$ cat config.mk
export PLATFORM = sky130hd
export DESIGN_NAME = shim_avst_fifo_flat
export DESIGN_NICKNAME = d
export VERILOG_FILES = /design/src/rtl/dc_bsp_pkg.sv /design/src/rtl/shim_avst_if.sv /design/src/rtl/shim_avst_fifo.sv /design/src/flat_wrapper.sv
export SDC_FILE = /design/constraint.sdc
export NUM_CORES = 1
export LEC_CHECK = 0
export CORE_MARGIN = 2
export CORE_UTILIZATION = 50
export DETAILED_ROUTE_END_ITERATION = 10
export DONT_BUFFER_PORTS = 1
export PLACE_DENSITY_LB_ADDON = 0.2
export SKIP_LAST_GASP = 1
export SLEW_MARGIN = 20
export SYNTH_ARGS = -nofsm -noshare
export SYNTH_HDL_FRONTEND = slang
export SYNTH_SLANG_ARGS = --single-unit
export TNS_END_PERCENT = 30
$ cat constraint.sdc
create_clock -name clk -period 8.1 [get_ports clk]
set_input_delay 1.62 -clock clk [delete_from_list [all_inputs] [get_ports clk]]
set_output_delay 1.62 -clock clk [all_outputs]
set_load 0.1 [all_outputs]
$ cat src/rtl/dc_bsp_pkg.sv
// Board-support constants shared by the AVST shim blocks.
package dc_bsp_pkg;

    localparam int SHIM_AVST_DATA_WIDTH = 8;
    localparam int SHIM_AVST_FIFO_DEPTH = 16;

endpackage

$ cat src/rtl/shim_avst_if.sv
// Minimal Avalon-ST style handshake bundle: valid/data forward, ready backward.
interface shim_avst_if
    import dc_bsp_pkg::*;
#(
    parameter int DATA_WIDTH = SHIM_AVST_DATA_WIDTH
);

    logic                  valid;
    logic                  ready;
    logic [DATA_WIDTH-1:0] data;

    modport sink   (input valid, input data, output ready);
    modport source (output valid, output data, input ready);

endinterface

$ cat src/rtl/shim_avst_fifo.sv
// Synchronous AVST beat FIFO with registered occupancy and almost-full flag.
// Output side is driven purely from storage and registered pointers.
module shim_avst_fifo
    import dc_bsp_pkg::*;
#(
    parameter int DATA_WIDTH = SHIM_AVST_DATA_WIDTH,
    parameter int DEPTH      = SHIM_AVST_FIFO_DEPTH,
    parameter int AF_THRESH  = DEPTH - 4
) (
    input  logic                   clk,
    input  logic                   reset,
    shim_avst_if.sink              in_st,
    shim_avst_if.source            out_st,
    output logic [$clog2(DEPTH):0] fill_level,
    output logic                   almost_full
);

    localparam int PTR_W = $clog2(DEPTH);
    localparam int CNT_W = PTR_W + 1;

    if ((DEPTH < 4) || ((DEPTH & (DEPTH - 1)) != 0)) begin : g_bad_depth
        $error("shim_avst_fifo: DEPTH must be a power of two and at least 4");
    end
    if ((AF_THRESH < 1) || (AF_THRESH > DEPTH)) begin : g_bad_thresh
        $error("shim_avst_fifo: AF_THRESH must lie in 1..DEPTH");
    end

    logic [DATA_WIDTH-1:0] mem [DEPTH];
    logic [PTR_W-1:0]      wr_ptr;
    logic [PTR_W-1:0]      rd_ptr;
    logic [CNT_W-1:0]      count_q;
    logic [CNT_W-1:0]      count_next;
    logic                  af_q;
    logic                  push;
    logic                  pop;

    // Ready is a function of registered occupancy only, so a downstream pop
    // frees the slot for the upstream side one cycle later.
    assign in_st.ready  = (count_q != CNT_W'(DEPTH)) && !reset;
    assign out_st.valid = (count_q != '0);
    assign out_st.data  = mem[rd_ptr];

    assign push = in_st.valid && in_st.ready;
    assign pop  = out_st.valid && out_st.ready;

    always_comb begin
        count_next = count_q;
        case ({push, pop})
            2'b10:   count_next = count_q + CNT_W'(1);
            2'b01:   count_next = count_q - CNT_W'(1);
            default: count_next = count_q;
        endcase
    end

    always_ff @(posedge clk or posedge reset) begin
        if (reset) begin
            wr_ptr  <= '0;
            rd_ptr  <= '0;
            count_q <= '0;
            af_q    <= 1'b0;
        end else begin
            if (push) wr_ptr <= wr_ptr + PTR_W'(1);
            if (pop)  rd_ptr <= rd_ptr + PTR_W'(1);
            count_q <= count_next;
            af_q    <= (count_next >= CNT_W'(AF_THRESH));
        end
    end

    // Storage carries no reset; emptiness is tracked solely by count_q.
    always_ff @(posedge clk) begin
        if (push) mem[wr_ptr] <= in_st.data;
    end

    assign fill_level  = count_q;
    assign almost_full = af_q;

endmodule
$ cat src/flat_wrapper.sv
// flat-port wrapper written by rule: the top's interface ports become plain ports
module shim_avst_fifo_flat import dc_bsp_pkg::*;
#(
    parameter int DATA_WIDTH = SHIM_AVST_DATA_WIDTH,
    parameter int DEPTH      = SHIM_AVST_FIFO_DEPTH,
    parameter int AF_THRESH  = DEPTH - 4
)
  (clk, reset, fill_level, almost_full, in_st_valid, in_st_data, in_st_ready, out_st_valid, out_st_data, out_st_ready);
  shim_avst_if #(.DATA_WIDTH(DATA_WIDTH)) in_st_i ();
  shim_avst_if #(.DATA_WIDTH(DATA_WIDTH)) out_st_i ();
  input  logic clk;
  input  logic reset;
  output logic [$clog2(DEPTH):0] fill_level;
  output logic almost_full;
  input wire logic [$bits(in_st_i.valid)-1:0] in_st_valid;
  input wire logic [$bits(in_st_i.data)-1:0] in_st_data;
  output wire logic [$bits(in_st_i.ready)-1:0] in_st_ready;
  output wire logic [$bits(out_st_i.valid)-1:0] out_st_valid;
  output wire logic [$bits(out_st_i.data)-1:0] out_st_data;
  input wire logic [$bits(out_st_i.ready)-1:0] out_st_ready;
  assign in_st_i.valid = in_st_valid;
  assign in_st_i.data = in_st_data;
  assign in_st_ready = in_st_i.ready;
  assign out_st_valid = out_st_i.valid;
  assign out_st_data = out_st_i.data;
  assign out_st_i.ready = out_st_ready;
  shim_avst_fifo #(.DATA_WIDTH(DATA_WIDTH), .DEPTH(DEPTH), .AF_THRESH(AF_THRESH)) u_core (.clk(clk), .reset(reset), .in_st(in_st_i), .out_st(out_st_i), .fill_level(fill_level), .almost_full(almost_full));
endmodule
==> results of run 1 <==
[stage by stage]
stage	cells	setup WS, ns	hold WS, ns	total power [mW]	utilization
6_report	463	3.695	0.5492	2.713	0.5752
5_1_grt	463	3.570	0.6030	2.821	0.5752
4_1_cts	463	3.374	0.5621	2.733	0.5750
3_5_place_dp	431	3.834	0.5510	1.943	0.5214
3_3_place_gp	431	3.825	0.5080	1.929	0.5214
2_1_floorplan	300	3.399	0.4865	1.832	-
[final timing paths]
path | cells after the start | startpoint | to
hold reg to reg | 1 | u_core.rd_ptr[3] | u_core.rd_ptr[3]
max in group asynchronous | 1 | reset | u_core.rd_ptr[0]
min in group asynchronous | 1 | reset | u_core.fill_level[3]
setup / recovery | 3 | u_core.rd_ptr[0] | out_st_data[2]
setup reg to reg | 9 | u_core.fill_level[0] | u_core.almost_full
hold / removal | 1 | u_core.rd_ptr[3] | u_core.rd_ptr[3]
[synthesized netlist by cell type, types with 2 or more instances]
cell             number
ha_1                  9
mux4_2               16
edfxtp_1            128
clkbuf_1              2
a21oi_1               2
and2_1                2
a22oi_1              16
mux2i_1               2
xnor2_1               6
buf_4                 2
buf_6                 2
xor2_1                2
o21ai_0               3
nand3_1               2
and3_1               15
inv_1                 9
nand4_1               2
nor2_1                2
nor2b_1               5
buf_2                 4
nand2_1              16
mux4_1               16
dfrtp_1              14
nor3_1                3
clkdlybuf4s25_2       2
[final cells by class]
cell class              instances  area (µm²)  area share
well taps                     143       178.9     0.02724
clock inverters                10       137.6     0.02096
multi-input cells             135        1530      0.2330
inverters                       9       33.78    0.005144
repair buffers                  2       15.01    0.002286
clock buffers                  22       474.2     0.07220
flip-flops and latches        142        4198      0.6392
[registers in the layout, indices dropped and copies added, names as in the netlist]
signal              count
u_core.almost_full      1
u_core.rd_ptr           4
u_core.wr_ptr           4
u_core.mem            128
u_core.fill_level       5
[power groups by stage]
| stage | Combinational, mW | Sequential [mW] | Clock (mW) |
|---|---|---|---|
| after floorplan | 0.793 | 1.04 | 0 |
| after global placement | 0.822 | 1.11 | 0 |
| after detailed placement | 0.830 | 1.11 | 0 |
| after CTS | 0.836 | 1.10 | 0.800 |
| after global routing | 0.879 | 1.11 | 0.830 |
| final | 0.828 | 1.10 | 0.790 |
[cell families (layout without fill, tap and decap cells)]
group	count (synthesis)	in the layout	share of synthesized area
simple gates	55	55	0.05352
buf+inv	23	43	0.02516
mux	35	35	0.1384
flops	142	142	0.7147
compound gates	27	27	0.03369
fa+ha+maj	10	10	0.02260
xor+xnor	8	8	0.01194
[metal layers]
metal / vias up / global-route usage / wire (µm)
met4: 0 / 0.07886 / 294
li1: 1243 / - / -
met1: 1481 / 0.2808 / 5115
met5: - / 0 / 0
met2: 104 / 0.2936 / 5347
met3: 28 / 0.06371 / 648
==> flow_summary.ini, run 1 <==
[timing]
period_minus_slack_ns = 4.405
finClkSkew_ns = 0.01422
setup_violations = 0
slew_headroom = 0.2114
max_freq_ghz = 0.2270
drv_slew = 0
hold_viol = 0
tns_ns = 0
rsz0062_at_grt = no
fin_crit_sh = 0.5438
tightest_slew_ns = 1.184

[worst_setup_path]
cp.required_ns = 6.48
crit_path_end_kind = output pin
r2r_slack_ns = 4.24
cp.buffers_inverters = 0
slowest_delay_ns = 0.85
critPathLaunchType = register
crit_chain = mux4_1 > a22oi_1 > nand2_1
crit_family = flip-flops
arrival_ns = 2.78
path_class = register to output pin
crit_fanout = 35
crit_slowest_cell = dfrtp_4

[grt]
grt_overflow = 0
grt_max_degree = 36
antenna_found_initial = 0
grt_util_all_layers = 0.1992
grt_pass1_wl_um = 17860
grt_pass1_vias = 2992

[power_and_ir_drop]
combPwrFrac = 0.305
p_sw_mw = 1.084
power.leakage_nw = 2.287
clockPowerShare = 0.291
vdd_drop_max_v = 0.0002951
seqPwrFrac = 0.404
p_int_mw = 1.629
powerDensity_nw_per_um2 = 413.1
switching_share = 0.3994

[yosys]
ys_ff_latch = 142
synth_top_area_frac = 0.6550
synth.yosys.warnings = 0
syn_area_um2 = 5868
synth.net_count = 322
syn_inst = 300
synth_cell_types = 43
ys_async_sr_fraction = 0.09859
synth_ff_type = edfxtp_1
ys_seq_area_frac = 0.7147
yosysTopAreaCell = edfxtp_1
ys_top_cells_by_area = edfxtp_1 (66%), mux4_1 (7.2%), mux4_2 (6.1%)
synth_edf_count = 128
syn_avg_cell_area_um2 = 19.56

[run]
max-cap-violations = 0

[routing]
drcViolationCount = 0
routed-via-count = 2856
first_pass_iters = 5
routed_via_density = 6.168
dr.first_iter.drc_count = 315
drt_wl_total_um = 11410
postRouteAntennaNets = 0
wire_per_inst_um = 24.63

[placed_design]
placed_cell_area_um2 = 5953
dp_hpwl_um = 6776
gp_congestion = 0.7455
io_buffers = 0

[min_path]
hold_path_class = register to register

[cts]
worstSkewPairLatency_ns = 0.43
numCtsBuffers = 17
cts_sinks = 142
cts_tree = built
clk_path_buf_depth = 2
hold_buffers = 0
htree_levels = 4
postCtsSetupRepairBufs = 0
clkTransAtPathRegs_ns = 0.05
cts_repair_resize_count = 0
cts_root_buffer = clkbuf_16

[cells_and_area]
area_growth_syn_to_layout_pct = 11.92
drive_gt1_frac = 0.1719
mostFrequentLayoutCell = edfxtp_1
design_area_um2 = 6568
fillCellCount = 876
nets = 329
antenna_cells = 0
final_cell_mix = edfxtp_1 (128), clkbuf_16 (17)

[die]
dieArea_um2 = 12620
start_util = 0.5139
ios = 28
die_h_um = 112.3
core_um2 = 11420
chipWidth_um = 112.3
num_rows = 39

[run_status]
status = completed
No activity file was read; power rests on OpenSTA's default activity.
==> run 2: changes to the inputs <==
clock period = 4.4 ns   (was 8.1 ns; I/O delays follow)
==> run 2 against run 1 <==
  * Non-clock buffer count rose by 10
  * Register-to-register slack worse by 3.0 ns
  * Routed wire length grew 0.14%
  * Global-route usage fell by 0.41 points
  * Critical path depth increased by 1
  * Critical path type unchanged
  * Die area unchanged
  * Design area rose by 0.63%
  * Worst hold slack worse by 0.13 ns
  * Largest cell class unchanged
  * First-iteration DRC count rose by 0.95%
==> flow_summary.ini, run 2 (synthesized netlist as in run 1, its figures left out) <==
[cells_and_area]
fillCellCount = 840
mostFrequentLayoutCell = edfxtp_1
fin_util = 0.5788
largest_reg_flops = 128
area_growth_syn_to_layout_pct = 12.62
top_register = u_core.mem
antenna_cells = 0
final_cell_mix = edfxtp_1 (128), clkbuf_16 (17)
drive_gt1_frac = 0.1909
design_area_um2 = 6609
nets = 339

[die]
dieArea_um2 = 12620
chipWidth_um = 112.3
die_h_um = 112.3
ios = 28
core_um2 = 11420
num_rows = 39
start_util = 0.5139

[timing]
hold_viol = 0
rsz0062_at_grt = no
max_freq_ghz = 0.2591
fin_crit_sh = 0.8771
finalWorstSetupSlack_ns = 0.5406
tightest_slew_ns = 0.9294
finClkSkew_ns = 0.01113
period_minus_slack_ns = 3.859
whs_ns = 0.4189
slew_headroom = 0.3789
setup_violations = 0
tns_ns = 0
drv_slew = 0

[routing]
wire_per_inst_um = 24.15
routed-via-count = 2821
dr.first_iter.drc_count = 318
drcViolationCount = 0
drt_wl_total_um = 11420
first_pass_iters = 6
routed_via_density = 5.964
postRouteAntennaNets = 0

[placed_design]
dp_hpwl_um = 6999
gp_congestion = 0.6887
dpl_worst_slack_ns = 0.9501
io_buffers = 0
placed_cell_area_um2 = 6028

[grt]
grt_overflow = 0
grt_pass1_wl_um = 17600
grt_max_degree = 36
antenna_found_initial = 0
grt_pass1_vias = 2954
grt_util_all_layers = 0.1951

[worst_setup_path]
crit_path_end_kind = output pin
regToRegStartpoint = u_core.fill_level[1]
crit_chain = buf_4 > mux4_1 > a22oi_1 > nand2_1
cp.required_ns = 3.52
crit_slowest_cell = dfrtp_2
crit_start = u_core.rd_ptr[0]
critPathLaunchType = register
path_class = register to output pin
crit_fanout = 23
slowest_delay_ns = 0.83
arrival_ns = 2.98

[cts]
clkTransAtPathRegs_ns = 0.06
postCtsSetupRepairBufs = 0
hold_buffers = 0
clk_path_buf_depth = 2
numCtsBuffers = 17
cts_repair_resize_count = 0
cts_sinks = 142
cts_root_buffer = clkbuf_16
worstSkewPairLatency_ns = 0.41
htree_levels = 4
cts_tree = built

[power_and_ir_drop]
vdd_drop_max_v = 0.0004872
power.leakage_nw = 2.326
powerDensity_nw_per_um2 = 754.9

[run_status]
status = completed

[run]
max-cap-violations = 0

[min_path]
hold_path_class = primary input to asynchronous set/reset pin
## run 2: worst paths after layout
kind	to	slack, ns	cells past startpoint
max	out_st_data[1]	0.54	4
min	u_core.wr_ptr[3]	0.42	1
max reg2reg	u_core.almost_full	1.23	12
min reg2reg	u_core.rd_ptr[3]	0.56	1
max in group asynchronous	u_core.rd_ptr[0]	3.55	1
min in group clk	u_core.rd_ptr[3]	0.56	1
## run 2: worst max-delay path, delay by kind of cell (launching register included)
kind,cells,cell delay (ns)
AO/OA/AOI/OAI,1,0.22
flip-flops,1,0.83
AND/OR/NAND/NOR,1,0.61
multiplexers,1,0.58
buffers and inverters,1,0.32
## run 2: routing by layer
metal	global-route usage	wire length, µm
met5	0	0
met3	0.06102	565
met2	0.3040	5808
met1	0.2697	4958
met4	0.05691	89
## run 2: metrics by stage
stage | power [mW] | cells
floorplan | 3.372 | 300
global placement | 3.599 | 441
detailed placement | 3.630 | 441
CTS | 5.027 | 473
global route | 5.200 | 473
finish | 4.989 | 473
## run 2: report_power, final
group          total [mW]  internal, mW  switching, mW  leakage, nW
Combinational        1.84         0.517           1.32        0.733
Clock                1.40         0.881          0.518        0.274
Sequential           1.75          1.60          0.150         1.32
Total                4.99          3.00           1.99         2.33
## run 2: cell type report
class	count	area (µm²)	area share
multi-input combinational	135	1530	0.2315
clock buffer	19	432.9	0.06551
sequential	142	4195	0.6348
tap	143	178.9	0.02707
clock inverter	13	147.6	0.02234
inverter	9	33.78	0.005112
timing repair buffer	12	90.09	0.01363
==> run 3: changes to the inputs <==
MAX_ROUTING_LAYER = met4   (was not set)
==> run 3 against run 2 <==
  * Combinational power hardly changed
  * Die area unchanged
  * Flip-flop and latch count is the same
  * Final cell count stayed put
  * Critical path type unchanged
  * Design area is the same
  * Global-route usage up 0.68 points
  * First-iteration DRC count increased by 7.2%
  * Register-to-register slack improved by 0.03 ns
  * Total power is essentially flat
  * Routed wire length down 0.33%
  * Sequential share of layout area did not move
  * Largest power group unchanged
==> flow_summary.ini, run 3 (synthesized netlist as in run 1, its figures left out) <==
[run_status]
status = completed

[routing]
drt_wl_total_um = 11380
drcViolationCount = 0
postRouteAntennaNets = 0
wire_per_inst_um = 24.07
first_pass_iters = 4
dr.first_iter.drc_count = 341
routed_via_density = 5.867
routed-via-count = 2775

[cells_and_area]
top_register = u_core.mem
mostFrequentLayoutCell = edfxtp_1
area_growth_syn_to_layout_pct = 12.62
drive_gt1_frac = 0.1909
nets = 339
fin_util = 0.5788
largest_reg_flops = 128
final_cell_mix = edfxtp_1 (128), clkbuf_16 (17)
final_cells = 473
antenna_cells = 0

[cts]
cts_sinks = 142
clkTransAtPathRegs_ns = 0.06
cts_tree = built
clk_path_buf_depth = 2
htree_levels = 4
worstSkewPairLatency_ns = 0.41
postCtsSetupRepairBufs = 0
numCtsBuffers = 17
cts_repair_resize_count = 0
cts_root_buffer = clkbuf_16
hold_buffers = 0

[run]
max-cap-violations = 0

[timing]
tightest_slew_ns = 0.9393
finalWorstSetupSlack_ns = 0.5498
drv_slew = 0
rsz0062_at_grt = no
finClkSkew_ns = 0.008696
max_freq_ghz = 0.2597
tns_ns = 0
period_minus_slack_ns = 3.850
fin_crit_sh = 0.8750
whs_ns = 0.4288
hold_viol = 0
slew_headroom = 0.3715
setup_violations = 0

[power_and_ir_drop]
combPwrFrac = 0.369
powerDensity_nw_per_um2 = 754.5
p_int_mw = 3.001
power.leakage_nw = 2.326
switching_share = 0.3980
seqPwrFrac = 0.351
vdd_drop_max_v = 0.0004865
p_sw_mw = 1.985
clockPowerShare = 0.280

[grt]
grt_pass1_wl_um = 17600
grt_util_all_layers = 0.2019
antenna_found_initial = 0
grt_overflow = 0
grt_max_degree = 36
grt_pass1_vias = 2945

[worst_setup_path]
path_class = register to output pin
arrival_ns = 2.97
regToRegStartpoint = u_core.fill_level[1]
r2r_slack_ns = 1.26
crit_fanout = 23
crit_path_end_kind = output pin
critPathLaunchType = register
r2r-end = u_core.almost_full
cp.required_ns = 3.52
rr_worst_depth = 12

[placed_design]
dp_hpwl_um = 6999
io_buffers = 0
dpl_worst_slack_ns = 0.9501
dp_cells = 441
gp_congestion = 0.6959

[die]
dieArea_um2 = 12620
chipWidth_um = 112.3
start_util = 0.5139
ios = 28
die_h_um = 112.3
num_rows = 39
core_um2 = 11420

[min_path]
hold_path_class = primary input to asynchronous set/reset pin
[run 3: cell type report]
type	count	area, µm²
clock buffers	19	432.9
clock inverters	13	147.6
fillers	840	4810
inverters	9	33.78
multi-input cells	135	1530
flip-flops and latches	142	4195
well taps	143	178.9
repair buffers	12	90.09
[run 3: worst max path at each step]
| stage | to | cells after the start | start | slack [ns] |
|---|---|---|---|---|
| after global placement | out_st_data[1] | 4 | u_core.rd_ptr[0] | 0.97 |
| after CTS | out_st_data[1] | 4 | u_core.rd_ptr[0] | 0.47 |
| after global routing | out_st_data[3] | 4 | u_core.rd_ptr[0] | 0.38 |
| after detailed placement | out_st_data[1] | 4 | u_core.rd_ptr[0] | 0.95 |
| final | out_st_data[1] | 4 | u_core.rd_ptr[0] | 0.55 |
| after floorplan | in_st_ready | 2 | u_core.fill_level[0] | 0.86 |
[run 3: critical path, cell delays in order (launching register included)]
cell,delay (ns)
dfrtp_2,0.82
buf_4,0.32
mux4_1,0.58
a22oi_1,0.22
nand2_1,0.61
[run 3: power by group through the flow]
stage / Combinational [mW] / Sequential, mW / Clock, mW
2_1_floorplan: 1.46 / 1.91 / 0
3_3_place_gp: 1.82 / 1.78 / 0
3_5_place_dp: 1.85 / 1.78 / 0
4_1_cts: 1.86 / 1.76 / 1.41
5_1_grt: 1.94 / 1.77 / 1.49
6_report: 1.84 / 1.75 / 1.40
[run 3: layer usage]
layer	GRT usage	wire length (µm)
met3	0.06749	490
met1	0.2693	5034
met2	0.3032	5776
met5	-	0
met4	0.05447	82
[run 3: per-stage QoR]
stage	area, µm²	power [mW]
finish	6609	4.986
CTS	6609	5.027
detailed placement	6028	3.630
global placement	6028	3.599
floorplan	5868	3.372
global route	6609	5.203
